--- src/rtl/seq_divider.sv ---
// Multicycle restoring integer divider: 32 steps, quotient on low, remainder on high.
// Optional DIV_UNSIGNED_EN macro enables unsigned (DIVU) operation via is_signed.
module seq_divider #(
  parameter int WIDTH = 32
) (
  input  logic             clk,
  input  logic             reset,
  input  logic             div,
  input  logic             is_signed,
  input  logic [WIDTH-1:0] a,
  input  logic [WIDTH-1:0] b,
  output logic [WIDTH-1:0] high,
  output logic [WIDTH-1:0] low,
  output logic             div_end,
  output logic             div_zero,
  output logic             busy
);

  localparam int CW = $clog2(WIDTH);

  typedef enum logic [1:0] {IDLE, RUN, DONE, ZERO} state_t;

  state_t           state_q, state_d;
  logic [WIDTH-1:0] dvd_q, dvd_d, dvs_q, dvs_d, rem_q, rem_d;
  logic [WIDTH-1:0] high_q, high_d, low_q, low_d;
  logic [CW-1:0]    cnt_q, cnt_d;
  logic             qneg_q, qneg_d, rneg_q, rneg_d;
  logic             end_q, end_d, zero_q, zero_d;

  logic             sgn;
  logic [WIDTH-1:0] a_abs, b_abs;
  logic [WIDTH:0]   shifted;
  logic             ge;

`ifdef DIV_UNSIGNED_EN
  assign sgn = is_signed;
`else
  logic unused_is_signed;
  assign unused_is_signed = is_signed;
  assign sgn = 1'b1;
`endif

  // Magnitudes feed the unsigned core; signs are restored in DONE.
  assign a_abs   = (sgn && a[WIDTH-1]) ? -a : a;
  assign b_abs   = (sgn && b[WIDTH-1]) ? -b : b;
  assign shifted = {rem_q, dvd_q[WIDTH-1]};
  assign ge      = (shifted >= {1'b0, dvs_q});

  always_comb begin
    state_d = state_q;
    dvd_d   = dvd_q;
    dvs_d   = dvs_q;
    rem_d   = rem_q;
    cnt_d   = cnt_q;
    qneg_d  = qneg_q;
    rneg_d  = rneg_q;
    high_d  = high_q;
    low_d   = low_q;
    end_d   = 1'b0;
    zero_d  = 1'b0;
    case (state_q)
      IDLE: if (div) begin
        if (b == '0) begin
          state_d = ZERO;
        end else begin
          state_d = RUN;
          dvd_d   = a_abs;
          dvs_d   = b_abs;
          qneg_d  = sgn & (a[WIDTH-1] ^ b[WIDTH-1]);
          rneg_d  = sgn & a[WIDTH-1];
          rem_d   = '0;
          cnt_d   = '0;
        end
      end
      RUN: begin
        // Remainder stays below the divisor, so WIDTH bits hold it after restore.
        rem_d = ge ? WIDTH'(shifted - {1'b0, dvs_q}) : shifted[WIDTH-1:0];
        dvd_d = {dvd_q[WIDTH-2:0], ge};
        cnt_d = cnt_q + 1'b1;
        if (cnt_q == CW'(WIDTH-1)) state_d = DONE;
      end
      DONE: begin
        low_d   = qneg_q ? -dvd_q : dvd_q;
        high_d  = rneg_q ? -rem_q : rem_q;
        end_d   = 1'b1;
        state_d = IDLE;
      end
      ZERO: begin
        zero_d  = 1'b1;
        state_d = IDLE;
      end
      default: state_d = IDLE;
    endcase
  end

  always_ff @(posedge clk or negedge reset) begin
    if (!reset) begin
      state_q <= IDLE;
      dvd_q   <= '0;
      dvs_q   <= '0;
      rem_q   <= '0;
      cnt_q   <= '0;
      qneg_q  <= 1'b0;
      rneg_q  <= 1'b0;
      high_q  <= '0;
      low_q   <= '0;
      end_q   <= 1'b0;
      zero_q  <= 1'b0;
    end else begin
      state_q <= state_d;
      dvd_q   <= dvd_d;
      dvs_q   <= dvs_d;
      rem_q   <= rem_d;
      cnt_q   <= cnt_d;
      qneg_q  <= qneg_d;
      rneg_q  <= rneg_d;
      high_q  <= high_d;
      low_q   <= low_d;
      end_q   <= end_d;
      zero_q  <= zero_d;
    end
  end

  assign high     = high_q;
  assign low      = low_q;
  assign div_end  = end_q;
  assign div_zero = zero_q;
  assign busy     = (state_q == RUN) || (state_q == DONE);

endmodule

--- config.mk ---
export PLATFORM = sky130hd
export DESIGN_NAME = seq_divider
export DESIGN_NICKNAME = d
export VERILOG_FILES = /design/src/rtl/seq_divider.sv
export SDC_FILE = /design/constraint.sdc
export NUM_CORES = 1
export LEC_CHECK = 0
export ABC_AREA = 1
export CAP_MARGIN = 0
export CORE_MARGIN = 2
export CORE_UTILIZATION = 55
export CTS_BUF_LIST = sky130_fd_sc_hd__clkbuf_8
export DETAILED_ROUTE_END_ITERATION = 10
export PLACE_DENSITY = 0.77
export SETUP_SLACK_MARGIN = 0.1
export SYNTH_ARGS = -nofsm -noshare
export SYNTH_HDL_FRONTEND = slang
export SYNTH_SLANG_ARGS = --single-unit
--- constraint.sdc ---
create_clock -name clk -period 2.29 [get_ports clk]
set_clock_uncertainty 0.05 [all_clocks]
set_input_delay 0.3435 -clock clk [delete_from_list [all_inputs] [get_ports clk]]
set_output_delay 0.3435 -clock clk [all_outputs]
set_load 0.02 [all_outputs]
==> results.yml, run 1 <==
global_routing:
  wire_length_of_the_first_global_routing_pass_mm: 64.4
  largest_net_degree_at_the_start_of_global_routing: 82
  grt_ovf: 0
  first_global_vias: 12600
  groute.usage.overall: 0.313
  grt_antenna_before_repair: 0
cts:
  clkSlewWorstSetupHoldPaths_ns: 0.12
  clock_tree_buf_depth: 2
  tritoncts_num_sinks: 171
  cts_max_level: 4
  clockRootBuffer: "sky130_fd_sc_hd__clkbuf_8"
  total_clock_buffers_created_by_cts: 17
  insertion_delay_ns: 0.49
  cts_tree: "built"
cells_and_area:
  stdcell_area_um2: 17300
  nNetsFinal: 2388
  flow.area_growth_from_synthesis_pct: 29.5
  layout-drive-gt1-share: 0.177
  final_util: 0.718
  antenna_cells: 0
  post_layout_nonfiller_instances: 2614
pwr:
  irDropWorstVdd_mv: 0.978
  power-per-cell-area_nw_per_um2: 1620
  power.static_leakage_nw: 8.52
worst_setup_path:
  critical_path.cell_chain: "inv_2, ha_4, inv_2, fa_2, nand3_2, nand3_4, nand3_1, nand2_2, xnor2_1, nand2_1, nand3_1, o21ai_1"
  timing_worst_setup_path_type: "flop to flop"
  cp_startpoint_kind: "flop"
  worst_path_max_delay_cell: "sky130_fd_sc_hd__fa_2"
  crit_path_max_fanout: 4
  worst_path_largest_cell_delay_ns: 0.43
  cp_num_buf_inv: 2
  data_required_time_of_the_critical_path_ns: 2.62
  timing.rr.start: "dvd_q[31]$_DFFE_PN0P_"
  crit_path_end_kind: "flop"
  critical-path-top-delay-family: "simple AND/OR/NAND/NOR gates"
  startpoint: "dvd_q[31]$_DFFE_PN0P_"
  crit_arrival_ns: 2.55
synth:
  avgSynthCellArea_um2: 6.56
  ys_top_cells_by_area: "sky130_fd_sc_hd__dfrtp_1 32%, sky130_fd_sc_hd__nand2_1 18%, sky130_fd_sc_hd__nand3_1 7.9%"
  synth_top_cell_area_share: 0.320
  syn-instance-count: 2036
  syn-cell-area_um2: 13400
  yosysSeqAreaShare: 0.320
  number_of_synthesized_flops_with_an_enable_pin: 0
  async_flop_share: 1.00
  syn_nets: 2147
  top_flip_flop_cell_by_instance_count_after_synthesis: "sky130_fd_sc_hd__dfrtp_1"
  ys_ff_latch: 171
  synth_largest_area_cell: "sky130_fd_sc_hd__dfrtp_1"
  yosysWarningCount: 0
  synth.lib_cells_used.distinct: 50
timing:
  max_slew.worst_pin.slew_ns: 0.545
  timing.final.crit_period_ns: 2.22
  relSlewSlack: 0.636
  setup-violations-final: 0
  rsz0062_at_grt: "true"
  setup_tns_ns: 0
  final-hold-violation-count: 0
  fin_crit_sh: 0.970
  slew_viol_final: 0
  f_max_mhz: 450
routing:
  detailroute.wirelength.met2_mm: 17.7
  first_iter_violations: 1339
  wl_met1_mm: 18.7
  dr.pass1.iters: 7
  post_drt_wl_per_cell_um: 15.9
  maxUsedRoutingLayer: "met4"
  detail_route.wirelength_mm: 41.5
  vias: 14200
  detail-route-antenna-nets: 0
  drc: 0
  drt-vias-per-instance: 5.42
  amount_of_wire_on_met3_after_detailed_routing_mm: 4.01
worst_hold_path:
  worst_hold_path_type: "input pin to asynchronous set/reset pin"
die:
  die-height_um: 160
  die_area_um2: 25600
  die_width_um: 160
  placement_rows: 57
  ioPinCount: 135
  core_area_um2: 24100
  floorplan.initialDensity: 0.554
place:
  place_congestion: 0.982
  placed_cell_area_um2: 15800
  io_buffers: 133
  dpl.cell_count: 2554
  dp_hpwl_mm: 30.9
run_status:
  run_status: "complete, no violations"
job:
  maxCapViolCount: 0
cells in the final DEF, fill, tap and decap left out, types with 5 or more instances in the layout:
cell / synthesis / layout
sky130_fd_sc_hd__nand2_2: 22 / 52
sky130_fd_sc_hd__clkinv_8: 0 / 6
sky130_fd_sc_hd__nor3_1: 14 / 12
sky130_fd_sc_hd__nand4_1: 28 / 28
sky130_fd_sc_hd__nor2_2: 22 / 32
sky130_fd_sc_hd__a21oi_1: 34 / 29
sky130_fd_sc_hd__buf_12: 1 / 14
sky130_fd_sc_hd__nor4_1: 5 / 5
sky130_fd_sc_hd__nand2_1: 650 / 612
sky130_fd_sc_hd__clkbuf_8: 0 / 17
sky130_fd_sc_hd__a21oi_2: 1 / 6
sky130_fd_sc_hd__o21ai_1: 37 / 36
sky130_fd_sc_hd__dfrtp_2: 0 / 11
sky130_fd_sc_hd__nor2_1: 171 / 160
sky130_fd_sc_hd__ha_1: 42 / 10
sky130_fd_sc_hd__inv_2: 11 / 34
sky130_fd_sc_hd__inv_1: 264 / 240
sky130_fd_sc_hd__nand3_1: 210 / 200
sky130_fd_sc_hd__dfrtp_1: 171 / 160
sky130_fd_sc_hd__nor2_4: 4 / 5
sky130_fd_sc_hd__nand2_8: 2 / 8
sky130_fd_sc_hd__nand3_2: 2 / 11
sky130_fd_sc_hd__ha_4: 0 / 30
sky130_fd_sc_hd__nand3b_1: 20 / 20
sky130_fd_sc_hd__buf_6: 12 / 7
sky130_fd_sc_hd__buf_4: 5 / 125
sky130_fd_sc_hd__or2_2: 7 / 7
sky130_fd_sc_hd__xor2_1: 62 / 62
sky130_fd_sc_hd__nand2_4: 4 / 11
sky130_fd_sc_hd__xnor2_1: 20 / 20
sky130_fd_sc_hd__o21ai_0: 102 / 102
sky130_fd_sc_hd__o211ai_1: 17 / 17
sky130_fd_sc_hd__nor3_2: 4 / 5
sky130_fd_sc_hd__a31oi_1: 21 / 21
sky130_fd_sc_hd__clkdlybuf4s50_1: 0 / 131
worst register-to-register path: cells and delay by family, from the launching register on:
| kind | cells | cell delay [ns] |
|---|---|---|
| fa+ha+maj | 2 | 0.57 |
| buf+inv | 2 | 0.16 |
| xor+xnor | 1 | 0.27 |
| compound gates | 1 | 0.06 |
| simple gates | 6 | 0.61 |
| flops | 1 | 0.41 |
state kept, by name (all words and copies together), names as in the netlist:
| register | count |
|---|---|
| state_q | 2 |
| cnt_q | 5 |
| dvs_q | 32 |
| qneg_q | 1 |
| div_zero | 1 |
| rem_q | 32 |
| dvd_q | 32 |
| high | 32 |
| rneg_q | 1 |
| div_end | 1 |
| low | 32 |
cell type report:
cell class	count	area [µm²]
multi-input combinational	1528	8400
fill	2076	6800
inverter	276	1040
clock inverter	15	213
tap	324	405
timing repair buffer	283	2720
clock buffer	17	234
sequential	171	4290
metal layers:
| layer | vias up | GRT usage |
|---|---|---|
| met5 | - | 0 |
| met4 | 0 | 0.0729 |
| li1 | 6975 | - |
| met1 | 6406 | 0.480 |
| met2 | 687 | 0.465 |
| met3 | 99 | 0.0494 |
power by group:
| part | internal (mW) | leakage, nW | total (mW) | switching (mW) |
|---|---|---|---|---|
| clock | 0.961 | 0.221 | 2.41 | 1.45 |
| sequential | 4.44 | 2.11 | 5.74 | 1.30 |
| combinational | 8.00 | 6.19 | 19.9 | 12.0 |
final timing paths:
kind	cells after the start	to	slack [ns]
worst max-delay path	12	rem_q[12]$_DFFE_PN0P_	0.07
worst min-delay path	2	dvs_q[3]$_DFFE_PN0P_	0.25
worst max register to register	12	rem_q[12]$_DFFE_PN0P_	0.07
worst min register to register	2	dvs_q[21]$_DFFE_PN0P_	0.44
max in group asynchronous	3	dvs_q[24]$_DFFE_PN0P_	1.15
min in group clk	2	dvs_q[21]$_DFFE_PN0P_	0.44
per-stage QoR:
step	total power, mW	setup WS, ns	hold WS (ns)
after floorplan	17.0	0.307	-0.00209
after global placement	22.3	-0.0190	0.194
after detailed placement	22.6	-0.0694	0.197
after CTS	25.9	0.0757	0.225
after global routing	30.3	-0.0150	0.279
final	28.1	0.0688	0.254
synthesized netlist by cell type (5+ instances only):
cell type,n
sky130_fd_sc_hd__o21ai_1,37
sky130_fd_sc_hd__buf_2,16
sky130_fd_sc_hd__inv_2,11
sky130_fd_sc_hd__buf_6,12
sky130_fd_sc_hd__buf_4,5
sky130_fd_sc_hd__nor2_1,171
sky130_fd_sc_hd__nand3b_1,20
sky130_fd_sc_hd__ha_1,42
sky130_fd_sc_hd__clkbuf_1,28
sky130_fd_sc_hd__nor2_2,22
sky130_fd_sc_hd__inv_1,264
sky130_fd_sc_hd__o211ai_1,17
sky130_fd_sc_hd__nand4_1,28
sky130_fd_sc_hd__xnor2_1,20
sky130_fd_sc_hd__nand2_2,22
sky130_fd_sc_hd__nor4_1,5
sky130_fd_sc_hd__nor3_1,14
sky130_fd_sc_hd__a21oi_1,34
sky130_fd_sc_hd__nand3_1,210
sky130_fd_sc_hd__nand2_1,650
sky130_fd_sc_hd__a31oi_1,21
sky130_fd_sc_hd__o21ai_0,102
sky130_fd_sc_hd__dfrtp_1,171
sky130_fd_sc_hd__xor2_1,62
sky130_fd_sc_hd__or2_2,7
logic make-up (layout without fill, tap and decap cells):
family,Yosys count,in the layout,share of synthesized area
AND/OR/NAND/NOR,1175,1180,0.385
buffers and inverters,342,591,0.108
AO/OA/AOI/OAI,223,223,0.0924
flip-flops,171,171,0.320
XOR/XNOR,82,82,0.0537
adder cells (fa/ha/maj),43,43,0.0408
timing repair:
action	in CTS	in global routing
resized for setup	36	131
cloned	1	10
hold buffers	1	0
pin swaps	3	29
hold endpoints to repair	29	0
setup buffers	3	13
setup endpoints to repair	32	51
No activity file was read; power rests on OpenSTA's default activity.
==> run 2, diff against run 1 <==
HOLD_SLACK_MARGIN = 0.03   (was unset)
==> results of run 2 <==
No change in the layout: final DEF, timing and power equal those of run 1.
